--- src/rtl/cmplx_pkg.sv ---
// Shared types for the complex multiplier front end: operand word and loader states.
package cmplx_pkg;

  localparam int WORD_SIZE = 8;

  typedef logic [WORD_SIZE-1:0] word_t;

  typedef enum logic [2:0] {
    LD_RE_A,
    LD_IM_A,
    LD_RE_Q,
    LD_IM_Q,
    PRESENT
  } loader_state_t;

endpackage

--- src/rtl/switch_debouncer.sv ---
// Synchronises a bouncy switch, debounces its level and emits a one-cycle pulse
// on each debounced 0->1 transition.
module switch_debouncer #(
  parameter int DEBOUNCE_CYCLES = 500000
) (
  input  logic clk,
  input  logic reset,
  input  logic sw,
  output logic rise
);

  localparam int CNT_W = $clog2(DEBOUNCE_CYCLES + 1);
  localparam logic [CNT_W-1:0] CNT_MAX = CNT_W'(DEBOUNCE_CYCLES);

  logic             sync_p0;
  logic             sync_p1;
  logic             level;
  logic [CNT_W-1:0] cnt;

  // p0/p1: two-flop synchroniser on the raw switch
  always_ff @(posedge clk or posedge reset) begin
    if (reset) begin
      sync_p0 <= 1'b0;
      sync_p1 <= 1'b0;
    end else begin
      sync_p0 <= sw;
      sync_p1 <= sync_p0;
    end
  end

  // Level changes only after the synced input has disagreed for CNT_MAX counts;
  // rise is registered alongside the level flip so it lines up with the new level.
  always_ff @(posedge clk or posedge reset) begin
    if (reset) begin
      level <= 1'b0;
      cnt   <= '0;
      rise  <= 1'b0;
    end else begin
      rise <= 1'b0;
      if (sync_p1 == level) begin
        cnt <= '0;
      end else if (cnt == CNT_MAX) begin
        level <= ~level;
        cnt   <= '0;
        rise  <= ~level;
      end else begin
        cnt <= cnt + CNT_W'(1);
      end
    end
  end

endmodule

--- src/rtl/operand_loader.sv ---
// Collects four operand words from the data switches, one per debounced handshake
// press, and presents the complete set to the multiplier core on valid/ready.
module operand_loader
  import cmplx_pkg::*;
#(
  parameter int WORD_W          = WORD_SIZE,
  parameter int DEBOUNCE_CYCLES = 500000
) (
  input  logic              clk,
  input  logic              reset,
  input  logic              handshake_sw,
  input  logic [WORD_W-1:0] data_sw,
  output logic [WORD_W-1:0] re_a,
  output logic [WORD_W-1:0] im_a,
  output logic [WORD_W-1:0] re_q,
  output logic [WORD_W-1:0] im_q,
  output logic              out_valid,
  input  logic              out_ready,
  output logic [1:0]        word_idx,
  output logic              overrun
);

  logic              accept;
  logic [WORD_W-1:0] data_p0;
  logic [WORD_W-1:0] data_p1;
  loader_state_t     state;

  switch_debouncer #(
    .DEBOUNCE_CYCLES(DEBOUNCE_CYCLES)
  ) u_hs_debounce (
    .clk   (clk),
    .reset (reset),
    .sw    (handshake_sw),
    .rise  (accept)
  );

  // p0/p1: two-flop synchroniser on every data switch bit
  always_ff @(posedge clk or posedge reset) begin
    if (reset) begin
      data_p0 <= '0;
      data_p1 <= '0;
    end else begin
      data_p0 <= data_sw;
      data_p1 <= data_p0;
    end
  end

  // Loader FSM: outputs are registered and move together with the state.
  always_ff @(posedge clk or posedge reset) begin
    if (reset) begin
      state     <= LD_RE_A;
      re_a      <= '0;
      im_a      <= '0;
      re_q      <= '0;
      im_q      <= '0;
      out_valid <= 1'b0;
      word_idx  <= 2'd0;
      overrun   <= 1'b0;
    end else begin
      case (state)
        LD_RE_A: if (accept) begin
          re_a     <= data_p1;
          state    <= LD_IM_A;
          word_idx <= 2'd1;
        end
        LD_IM_A: if (accept) begin
          im_a     <= data_p1;
          state    <= LD_RE_Q;
          word_idx <= 2'd2;
        end
        LD_RE_Q: if (accept) begin
          re_q     <= data_p1;
          state    <= LD_IM_Q;
          word_idx <= 2'd3;
        end
        LD_IM_Q: if (accept) begin
          im_q      <= data_p1;
          state     <= PRESENT;
          out_valid <= 1'b1;
        end
        PRESENT: begin
          // A press here has nowhere to go; remember it rather than losing it silently.
          if (accept) overrun <= 1'b1;
          if (out_ready) begin
            state     <= LD_RE_A;
            out_valid <= 1'b0;
            word_idx  <= 2'd0;
          end
        end
        default: begin
          state     <= LD_RE_A;
          out_valid <= 1'b0;
          word_idx  <= 2'd0;
        end
      endcase
    end
  end

endmodule
--- config.mk ---
export PLATFORM = sky130hd
export DESIGN_NAME = operand_loader
export DESIGN_NICKNAME = d
export VERILOG_FILES = /design/src/rtl/cmplx_pkg.sv /design/src/rtl/switch_debouncer.sv /design/src/rtl/operand_loader.sv
export SDC_FILE = /design/constraint.sdc
export NUM_CORES = 1
export LEC_CHECK = 0
export ABC_CLOCK_PERIOD_IN_PS = 6750
export BUFFER_PORTS_ARGS = -buffer_cell sky130_fd_sc_hd__buf_4
export CAP_MARGIN = 10
export CORE_MARGIN = 1
export CORE_UTILIZATION = 60
export DETAILED_ROUTE_END_ITERATION = 12
export PLACE_DENSITY = 0.85
export SLEW_MARGIN = 20
export SYNTH_ARGS = -nofsm -noshare
export SYNTH_HDL_FRONTEND = slang
export SYNTH_SLANG_ARGS = --single-unit
--- constraint.sdc ---
create_clock -name clk -period 6.75 [get_ports clk]
set_clock_uncertainty 0.05 [all_clocks]
set_input_delay 0.3375 -clock clk [delete_from_list [all_inputs] [get_ports clk]]
set_output_delay 0.3375 -clock clk [all_outputs]
set_load 0.05 [all_outputs]
After elaboration in Yosys (flattened, before gate mapping) --
Cells that the tools add are included.
Word-level totals: output and inout port bits 36, bits of input ports 12, register bits 78
Cells by class: eq/ne operators 11, muxes and demuxes 18, reductions and logical operators 11, add/subtract/negate cells 1, bitwise gates (word level) 4
Operators by type and width (number):
- $mux W19 | 2
- $add A19 B1 Y19 const B | 1
- $eq A19 B19 Y1 const B | 1
- $mux W3 | 5
- $pmux W3 S5 | 1
- $reduce_and A2 Y1 | 6
- $pmux W2 S5 | 1
- $reduce_and A5 Y1 | 2
- $mux W2 | 4
- $ne A2 B1 Y1 const B | 4
- $eq A3 B2 Y1 const B | 2
- $mux W1 | 4
- $not A1 Y1 | 4
- $eq A3 B1 Y1 const B | 1
- $eq A3 B3 Y1 const B | 1
- $logic_not A3 Y1 | 1
- $pmux W1 S3 | 1
- $reduce_and A3 Y1 | 1
- $reduce_or A3 Y1 | 1
- $ne A2 B2 Y1 const B | 1
- $eq A1 B1 Y1 | 1

Logic depth before layout (Yosys ltp) --
Gate-level depths: netlist (run 1).
depth in word-level cells 4, depth in mapped cells 7

Cells and area by module --
From an unflattened synthesis (run 1), not the netlist that was laid out.
Unflattened totals: cells, all modules 230, area, all modules 3134.3 µm²
By module, submodules not included:
- operand_loader | cells each 121, times used 1, area an instance 1986.9 µm²
- switch_debouncer | cells each 109, times used 1, area an instance 1147.4 µm²

Worst setup path before layout (run 1) --
No wires, ideal clock.
path type register -> register, start point register u_hs_debounce.cnt[0], end point register u_hs_debounce.cnt[18], data arrival time 1.497 ns, slack 5.108 ns, required time 6.605 ns, cell stages (with the launch flop) 7, cell sequence dfrtp_1 ha_1 and4_1 buf_4 and4bb_4 mux2i_1 nor4b_2
On the way: longest elaborated chain between the ends 3, elaborated cells on any way between the ends 4, classes of those cells add/sub (1); eq/ne (1); mux (2)
Ends and longest elaborated chain:
- from (decl) | RTL line switch_debouncer.sv:18 | logic [CNT_W-1:0] cnt;
- from (signal assigned) | RTL line switch_debouncer.sv:47 | cnt <= cnt + CNT_W'(1);
- $add A19 B1 Y19 or $eq A19 B19 Y1 (tied branches) | RTL line switch_debouncer.sv:47, switch_debouncer.sv:42
- $mux W19 (*) | RTL line switch_debouncer.sv:42 | end else if (cnt == CNT_MAX) begin
- $mux W19 (*) | RTL line switch_debouncer.sv:40 | if (sync_p1 == level) begin
Every way passes the cells marked *; elsewhere a longest branch is shown, timed or not. A chain may end at the register's enable or synchronous reset.

Final worst setup path (run 1) --
start point register u_hs_debounce.rise, end point register im_q[2]
On the way: longest elaborated chain between the ends 1
Ends and longest elaborated chain:
- from (decl) | RTL line switch_debouncer.sv:9 | output logic rise
- from (signal assigned) | RTL line switch_debouncer.sv:45 | rise <= ~level;
- $reduce_and A2 Y1 (no source line)
- to (signal assigned) | RTL line operand_loader.sv:77 | im_q <= data_p1;
- to (decl) | RTL line operand_loader.sv:16 | output logic [WORD_W-1:0] im_q,
No other way between the ends.

==> qor.txt, run 1 <==
DIE
--------------------------------------------------------------------------------
Core area                                                              4880 um^2
Number of top-level pins                                                      48
Area of the die                                                        5510 um^2
Y dimension of the die                                                   74.2 um
Die extent in x                                                          74.2 um
Total number of placement rows                                                25
Starting density of the core                                               64.2%

CRITICAL PATH
--------------------------------------------------------------------------------
Worst endpoint required time                                             6.93 ns
Critical Path Source Type                                                   flop
Count of cells along the worst register-to-register path                       3
Worst-path maximum fanout                                                      9
WS Path Type                                                             reg2reg
Reg2reg start                                                       u_hs_debounce.rise$_DFF_PP0_
Arrival time at the worst endpoint                                       2.01 ns
Worst R2R Setup Slack                                                    4.92 ns
Critical Path End Type                                                      flop
Capture instance of the worst register-to-register path             im_q[2]$_DFFE_PP0P_

CLOCK NETWORK
--------------------------------------------------------------------------------
Number of clock buffers inserted by TritonCTS                                  9
H-Tree Depth                                                                   3
Resize count post-CTS                                                          0
Number of hold buffers added after CTS                                         0
Later-pin clock latency in the skew report                               0.34 ns
TritonCTS clock tree                                                         yes
Root cell of the clock tree                                         sky130_fd_sc_hd__clkbuf_8
Clock tree buffer depth                                                        2
Number of buffers added for setup after CTS                                    0
Number of clock sinks                                                         78
Clock-pin slew on the worst setup and hold paths                         0.08 ns

GLOBAL ROUTE
--------------------------------------------------------------------------------
Via count of the first global-routing pass                                  1914
Pin count of the biggest net entering global routing                          79
Final global-route overflow total                                              0
Number of antenna violations at the first check in global routing              0
Total global-route track usage                                             23.6%
Wire length of the first global-routing pass                             9340 um

STA
--------------------------------------------------------------------------------
Max Freq                                                                 545 MHz
Period utilisation layout                                                  27.2%
RSZ-0062 raised after global routing                                       false
Tmin final                                                               1.83 ns
Measured slew at the worst slew-check pin                               0.940 ns
Tightest slew margin relative to the limit                                 37.3%
Setup Viol. Count Final                                                        0
Count of pins over their slew limit                                            0
Number of failing hold endpoints at the final stage                            0
Setup_tns                                                                   0 ns

SYNTH
--------------------------------------------------------------------------------
Area fraction of the dominant cell type after synthesis                    62.3%
Synthesized area per cell                                              13.4 um^2
Top_reg_cell synth                                                  sky130_fd_sc_hd__dfrtp_1
Post-synthesis register bit count                                             78
Syn_nets                                                                     248
Total standard cell area after synthesis                               3130 um^2
Number of enable flip-flop cells after synthesis                               0
Fraction of the yosys area taken by sequential cells                       62.3%
Cell types with the largest area share after synthesis              sky130_fd_sc_hd__dfrtp_1 (62%), sky130_fd_sc_hd__mux2_2 (12%), sky130_fd_sc_hd__nor2_1 (2.8%)
Number of instances in the synthesized netlist                               234
Async S/R FF share, synth                                                   100%
Largest area contributor in the synthesized netlist                 sky130_fd_sc_hd__dfrtp_1
Synth unique cells                                                            39
Yosys warning total                                                            0

PWR
--------------------------------------------------------------------------------
Total leakage power                                                   0.00184 uW
Power density relative to cell area                                  244 nW/um^2
Largest vdd supply drop                                                   215 uV

LAYOUT
--------------------------------------------------------------------------------
Area grow syn2layout                                                       20.3%
Fraction of final layout cells with drive strength greater than 1          38.1%
Total of fill cells in the finished design                                   328
Final antenna diode count                                                      0
Final instance area                                                    3770 um^2
Cell Count, Final, Fillers Out                                               356
Nets                                                                         298

PLACE
--------------------------------------------------------------------------------
Placed insts                                                                 340
IO buf count                                                                  47
Cell area after placement                                              3530 um^2
Final estimated routing congestion in global placement                     0.793
Half-perimeter wire length of the detailed placement result              3810 um

RUN
--------------------------------------------------------------------------------
Max-cap violation count                                                        0

DRT
--------------------------------------------------------------------------------
Via density                                                                 5.52
Drt first-iter violations                                                    138
Final wirelength                                                         5690 um
Antenna Nets Post-Route                                                        0
Number of DRC violations after detailed routing                                0
Post-detailed-route wirelength per cell                                  16.0 um
Detailed-route via count                                                    1966
Detailed-router iteration count before antenna repair                          4

MIN PATH
--------------------------------------------------------------------------------
Hold worst-path end                                                 data_p0[3]$_DFF_PP0_
Start point of the worst hold path                                    data_sw[3]
Worst hold path type                                                      in2reg
WHS Path Cells                                                                 1

OUTCOME
--------------------------------------------------------------------------------
Run status                                                          complete, no violations

flip-flops by register name (all words and copies together) (netlist names), 2 cells and up:
name,count
data_p1,8
data_p0,8
re_a,8
re_q,8
u_hs_debounce.cnt,19
state,3
im_a,8
im_q,8
word_idx,2
worst max path at each step:
stage	startpoint	depth (start not counted)	endpoint	slack [ns]
6_report	u_hs_debounce.rise$_DFF_PP0_	3	im_q[2]$_DFFE_PP0P_	4.92
3_3_place_gp	u_hs_debounce.rise$_DFF_PP0_	3	im_q[1]$_DFFE_PP0P_	5.00
4_1_cts	u_hs_debounce.rise$_DFF_PP0_	3	im_q[2]$_DFFE_PP0P_	4.92
2_1_floorplan	reset	1	data_p0[0]$_DFF_PP0_	4.37
3_5_place_dp	u_hs_debounce.rise$_DFF_PP0_	3	im_q[2]$_DFFE_PP0P_	4.92
5_1_grt	u_hs_debounce.rise$_DFF_PP0_	3	im_q[7]$_DFFE_PP0P_	4.80
metal layers:
metal	routed length [um]	part of all wire [%]	track usage, %
met5	0	0	0
met4	78	1.4	9.43
met3	196	3.4	6.10
met2	2730	48	35.1
met1	2690	47	33.8
power by group:
| part | internal [uW] | leakage, uW | switching (uW) |
|---|---|---|---|
| Sequential | 474 | 0.00103 | 6.29 |
| Combinational | 8.29 | 0.000692 | 17.3 |
| Clock | 247 | 0.000114 | 167 |
Yosys cell counts (all sizes together), types with 3 or more instances:
| cell | count |
|---|---|
| dfrtp | 78 |
| mux2 | 33 |
| nor2 | 25 |
| nand2 | 11 |
| nand3 | 9 |
| xor2 | 9 |
| xnor2 | 8 |
| buf | 7 |
| nand4 | 7 |
| and4 | 5 |
| inv | 5 |
| o21ai | 5 |
| nor3 | 3 |
| nor4 | 3 |
| nor4b | 3 |
cells by family after synthesis:
| logic type | share of synthesized area (%) |
|---|---|
| adder cells (fa/ha/maj) | 0.799 |
| buffers and inverters | 2.12 |
| AO/OA/AOI/OAI | 2.48 |
| AND/OR/NAND/NOR | 15.3 |
| multiplexers | 12.2 |
| XOR/XNOR | 4.75 |
| flip-flops | 62.3 |
layout by cell type (no fill, tap or decap), types with 2 or more instances in the layout:
cell type,Yosys,routed
sky130_fd_sc_hd__a21oi_1,2,2
sky130_fd_sc_hd__o21ai_0,4,4
sky130_fd_sc_hd__clkbuf_1,2,2
sky130_fd_sc_hd__inv_1,5,4
sky130_fd_sc_hd__and4_1,4,4
sky130_fd_sc_hd__nand4_1,6,6
sky130_fd_sc_hd__a31o_2,2,2
sky130_fd_sc_hd__nor4b_2,3,3
sky130_fd_sc_hd__clkbuf_8,0,9
sky130_fd_sc_hd__nor4_1,2,2
sky130_fd_sc_hd__nand3_1,9,9
sky130_fd_sc_hd__nor2_1,23,23
sky130_fd_sc_hd__xor2_1,9,9
sky130_fd_sc_hd__xnor2_1,8,8
sky130_fd_sc_hd__and3b_1,2,2
sky130_fd_sc_hd__ha_1,2,2
sky130_fd_sc_hd__buf_4,2,48
sky130_fd_sc_hd__nand2_1,11,11
sky130_fd_sc_hd__and2_1,2,2
sky130_fd_sc_hd__dfrtp_1,78,78
sky130_fd_sc_hd__mux2_2,33,33
sky130_fd_sc_hd__bufinv_16,0,3
sky130_fd_sc_hd__nor3_1,3,3
final cells by class:
class	count	area [um^2]	area share, %
clock inverter	5	106	2.82
timing repair buffer	48	360	9.57
clock buffer	11	131	3.49
multi-input combinational	142	1110	29.6
inverter	5	18.8	0.498
tap	67	83.8	2.23
sequential	78	1950	51.8
critical path, cell delays in order (launching register included):
cell	delay (ns)
sky130_fd_sc_hd__dfrtp_1	0.50
sky130_fd_sc_hd__nor2b_2	0.28
sky130_fd_sc_hd__nand3_1	0.44
sky130_fd_sc_hd__mux2_2	0.44
through the flow:
step / power, uW / hold slack [ns] / setup slack (ns) / util (%)
6_report: 920 / 0.0397 / 4.92 / 77.2
5_1_grt: 948 / 0.0210 / 4.80 / 77.2
4_1_cts: 927 / 0.0268 / 4.92 / 77.2
3_5_place_dp: 516 / 0.286 / 4.92 / 72.3
3_3_place_gp: 515 / 0.282 / 5.00 / 72.3
2_1_floorplan: 504 / 0.281 / 4.37 / -
(Power assumes the default switching activity.)
==> run 2, diff against run 1 <==
--- a/config.mk
+++ b/config.mk
@@ -5,13 +5,14 @@
 export SDC_FILE = /design/constraint.sdc
 export NUM_CORES = 1
 export LEC_CHECK = 0
-export ABC_CLOCK_PERIOD_IN_PS = 6750
+export ABC_AREA = 1
+export ABC_CLOCK_PERIOD_IN_PS = 1590
 export BUFFER_PORTS_ARGS = -buffer_cell sky130_fd_sc_hd__buf_4
 export CAP_MARGIN = 10
 export CORE_MARGIN = 1
-export CORE_UTILIZATION = 60
+export CORE_UTILIZATION = 50
 export DETAILED_ROUTE_END_ITERATION = 12
-export PLACE_DENSITY = 0.85
+export PLACE_DENSITY = 0.75
 export SLEW_MARGIN = 20
 export SYNTH_ARGS = -nofsm -noshare
 export SYNTH_HDL_FRONTEND = slang
==> constraint.sdc (replaced) <==
create_clock -name clk -period 1.59 [get_ports clk]
set_clock_uncertainty 0.05 [all_clocks]
set_input_delay 0.0795 -clock clk [delete_from_list [all_inputs] [get_ports clk]]
set_output_delay 0.0795 -clock clk [all_outputs]
set_load 0.05 [all_outputs]
==> run 2 against run 1 <==
Effect of this change:
- final cell count is 30% higher
- worst hold slack better by 0.21 ns
- synthesized cell count is 35% higher
- area after synthesis up 1.0%
- sequential cell count unchanged
- clock power rose to 3.5 times the previous value
- cell area rose by 4.8%
- core utilization fell by 12 points
- critical endpoint is now u_hs_debounce.cnt[5]$_DFF_PP0_
- largest cell class unchanged
==> qor.txt, run 2 <==
CRITICAL PATH
--------------------------------------------------------------------------------
Startpoint of the worst setup timing path                           u_hs_debounce.cnt[0]$_DFF_PP0_
Worst-path maximum fanout                                                      7   -2
Arrival time at the worst endpoint                                       1.64 ns   -0.37 ns
Reg2reg start                                                       u_hs_debounce.cnt[0]$_DFF_PP0_
WS Path Type                                                             reg2reg
Worst endpoint required time                                             1.77 ns   -5.16 ns
Critical Path End Type                                                      flop
Count of cells along the worst register-to-register path                       7   +4
Critical Path Source Type                                                   flop

DRT
--------------------------------------------------------------------------------
Drt first-iter violations                                                     65   -53%
Total length of routed met3 wires                                         299 um   +53%
Via density                                                                 4.90   -11%
Number of DRC violations after detailed routing                                0   unchanged
Antenna Nets Post-Route                                                        0   unchanged
Detailed-route via count                                                    2269   +15%
Highest layer used for signal routing                                       met4
WL met2                                                                  2780 um   +2.0%
Detailed-router iteration count before antenna repair                          4   unchanged
Post-detailed-route wirelength per cell                                  12.6 um   -21%
Final wirelength                                                         5820 um   +2.4%
WL met1                                                                  2640 um   -1.9%

DIE
--------------------------------------------------------------------------------
Area of the die                                                        6650 um^2   +21%
Y dimension of the die                                                   81.6 um   +9.8%
Starting density of the core                                               52.5%   -12 points
Number of top-level pins                                                      48   unchanged
Die extent in x                                                          81.6 um   +9.8%
Core area                                                              6030 um^2   +23%
Total number of placement rows                                                28   +12%

PLACE
--------------------------------------------------------------------------------
Final estimated routing congestion in global placement                     0.834   +5.2%
IO buf count                                                                  47   unchanged
Half-perimeter wire length of the detailed placement result              4140 um   +8.6%

LAYOUT
--------------------------------------------------------------------------------
Fraction of final layout cells with drive strength greater than 1          26.8%   -11 points
Most used cells in the layout excluding fill and tap cells          sky130_fd_sc_hd__dfrtp_1 (78), sky130_fd_sc_hd__nand2_1 (67), sky130_fd_sc_hd__buf_4 (48)
Leading cell type in the layout, fill and taps excluded             sky130_fd_sc_hd__dfrtp_1
Area grow syn2layout                                                       24.7%
Nets                                                                         397   +33%
Number of flip-flops in the largest register                                  19   unchanged
Final antenna diode count                                                      0   unchanged
Biggest register                                                    u_hs_debounce.cnt

CLOCK NETWORK
--------------------------------------------------------------------------------
Number of clock buffers inserted by TritonCTS                                  9   unchanged
Clock-pin slew on the worst setup and hold paths                         0.09 ns   about the same
Number of clock sinks                                                         78   unchanged
Root cell of the clock tree                                         sky130_fd_sc_hd__clkbuf_8
TritonCTS clock tree                                                         yes
Clock tree buffer depth                                                        2   unchanged
H-Tree Depth                                                                   3   unchanged
Later-pin clock latency in the skew report                               0.35 ns   about the same

OUTCOME
--------------------------------------------------------------------------------
Run status                                                          complete, no violations

SYNTH
--------------------------------------------------------------------------------
Total standard cell area after synthesis                               3160 um^2   +1.0%
Syn_nets                                                                     330   +33%
Synth unique cells                                                            31   -21%
Adder and majority gate portion of the synthesized area                   0.791%   -0.0082 points
Fraction of the yosys area taken by sequential cells                       61.7%   -0.64 points
Cell types with the largest area share after synthesis              sky130_fd_sc_hd__dfrtp_1 (62%), sky130_fd_sc_hd__nand2_1 (7.9%), sky130_fd_sc_hd__nor2_1 (4.6%)
Area fraction of the dominant cell type after synthesis                    61.7%   -0.64 points
Top_reg_cell synth                                                  sky130_fd_sc_hd__dfrtp_1
Dominant combinational cell family by area after synthesis          simple AND/OR/NAND/NOR gates
Synthesized area per cell                                              10.0 um^2   -25%
Post-Synth XOR/XNOR Area                                                   3.01%   -1.7 points
Share of synthesized cell area in and, or, nand and nor gates              21.0%   +5.7 points
Largest area contributor in the synthesized netlist                 sky130_fd_sc_hd__dfrtp_1
Post-synthesis register bit count                                             78   unchanged
Most common library cells after synthesis                           sky130_fd_sc_hd__dfrtp_1 (78), sky130_fd_sc_hd__nand2_1 (67), sky130_fd_sc_hd__nor2_1 (39), sky130_fd_sc_hd__inv_1 (28), sky130_fd_sc_hd__o21ai_0 (23)
Number of enable flip-flop cells after synthesis                               0   unchanged
Async S/R FF share, synth                                                   100%   unchanged
Most repeated cell in the gate-level netlist after synthesis        sky130_fd_sc_hd__dfrtp_1
Number of instances in the synthesized netlist                               316   +35%
Multiplexer share of the synthesized area                                     0%   -12 points
Area fraction in compound gates after synthesis                            8.90%   +6.4 points
Yosys warning total                                                            0   unchanged

STA
--------------------------------------------------------------------------------
Period utilisation layout                                                  91.7%   +65 points
Setup_tns                                                                   0 ns   unchanged
RSZ-0062 raised after global routing                                       false
Count of pins over their slew limit                                            0   unchanged
Setup Viol. Count Final                                                        0   unchanged
Tightest slew margin relative to the limit                                 67.8%   +30 points
Tmin final                                                               1.46 ns   -0.375 ns
Number of failing hold endpoints at the final stage                            0   unchanged
Measured slew at the worst slew-check pin                               0.482 ns   -0.458 ns
Max Freq                                                                 686 MHz   +26%

GLOBAL ROUTE
--------------------------------------------------------------------------------
Final global-route overflow total                                              0   unchanged
Total global-route track usage                                             19.7%   -3.9 points
Number of antenna violations at the first check in global routing              0   unchanged
Pin count of the biggest net entering global routing                          39   -51%
Via count of the first global-routing pass                                  2126   +11%
Wire length of the first global-routing pass                             9650 um   +3.4%

MIN PATH
--------------------------------------------------------------------------------
Worst hold path type                                                    in2async

RUN
--------------------------------------------------------------------------------
Max-cap violation count                                                        0   unchanged

PWR
--------------------------------------------------------------------------------
Total leakage power                                                   0.00191 uW   +4.1%
Largest vdd supply drop                                                   580 uV   +170%
Total Power Consumption                                                  3620 uW   +290%
Power density relative to cell area                                  918 nW/um^2   +280%

[run 2: cell count changes after synthesis, sizes merged, moves of 3 or more]
| cell | change |
|---|---|
| nor4b | -3 |
| mux2 | -33 |
| o21ai | +36 |
| nor2 | +22 |
| nand2 | +65 |
| xor2 | -3 |
| and4 | -5 |
| nor4 | -3 |
| nand4 | -3 |
| inv | +25 |
| xnor2 | -4 |
| nor3 | +3 |
[run 2: cells by family after synthesis]
| group | count (synthesis) |
|---|---|
| flops | 78 |
| fa+ha+maj | 2 |
| xor+xnor | 10 |
| compound gates | 47 |
| simple gates | 144 |
| buf+inv | 35 |
[run 2: repair_timing]
item	4_1_cts	5_1_grt
setup buffers	0	0
resized for setup	0	2
endpoints found under the hold margin	28	0
setup endpoints to repair	0	10
hold buffers	11	0
[run 2: cell type report]
cell class	count	area, um^2
clock buffer	9	124
clock inverter	7	72.6
fill	493	2080
inverter	30	119
multi-input combinational	203	1070
sequential	78	1950
tap	75	93.8
timing repair buffer	61	510
[run 2: per-layer routing]
| layer | global-route usage [%] | up-vias |
|---|---|---|
| met5 | 0 | - |
| li1 | - | 1139 |
| met1 | 26.5 | 1063 |
| met3 | 3.78 | 15 |
| met2 | 31.1 | 52 |
| met4 | 8.93 | 0 |
[run 2: path summary, 6_finish.rpt]
path,end,slack [ns]
min in group clk,data_p1[1]$_DFF_PP0_,0.29
max in group asynchronous,data_p1[3]$_DFF_PP0_,0.71
worst max-delay path,u_hs_debounce.cnt[5]$_DFF_PP0_,0.13
worst max register to register,u_hs_debounce.cnt[5]$_DFF_PP0_,0.13
worst min-delay path,word_idx[1]$_DFFE_PP0P_,0.25
worst min register to register,data_p1[1]$_DFF_PP0_,0.29
[run 2: critical path, cell delays in order (launching register included)]
cell and delay, ns:
sky130_fd_sc_hd__dfrtp_1 0.42, sky130_fd_sc_hd__inv_1 0.07, sky130_fd_sc_hd__ha_1 0.14, sky130_fd_sc_hd__nand2_1 0.06, sky130_fd_sc_hd__nor3_2 0.17, sky130_fd_sc_hd__nand3_2 0.19, sky130_fd_sc_hd__nand2_2 0.19, sky130_fd_sc_hd__nor2_1 0.06
[run 2: power breakdown]
group          switching [uW]  internal (uW)
clock network             730            730
registers                13.9           2010
logic                    78.8           57.0
[run 2: stage by stage]
| stage | cells | hold slack [ns] | util [%] | setup WS (ns) | instance area (um^2) |
|---|---|---|---|---|---|
| after floorplan | 316 | 0.0609 | - | 0.232 | 3170 |
| after global placement | 436 | 0.0782 | 60.3 | 0.126 | 3630 |
| after detailed placement | 436 | 0.0835 | 60.3 | 0.0695 | 3630 |
| after CTS | 463 | 0.245 | 65.3 | 0.0427 | 3940 |
| after global routing | 463 | 0.297 | 65.5 | 0.0183 | 3950 |
| final | 463 | 0.252 | 65.5 | 0.132 | 3950 |
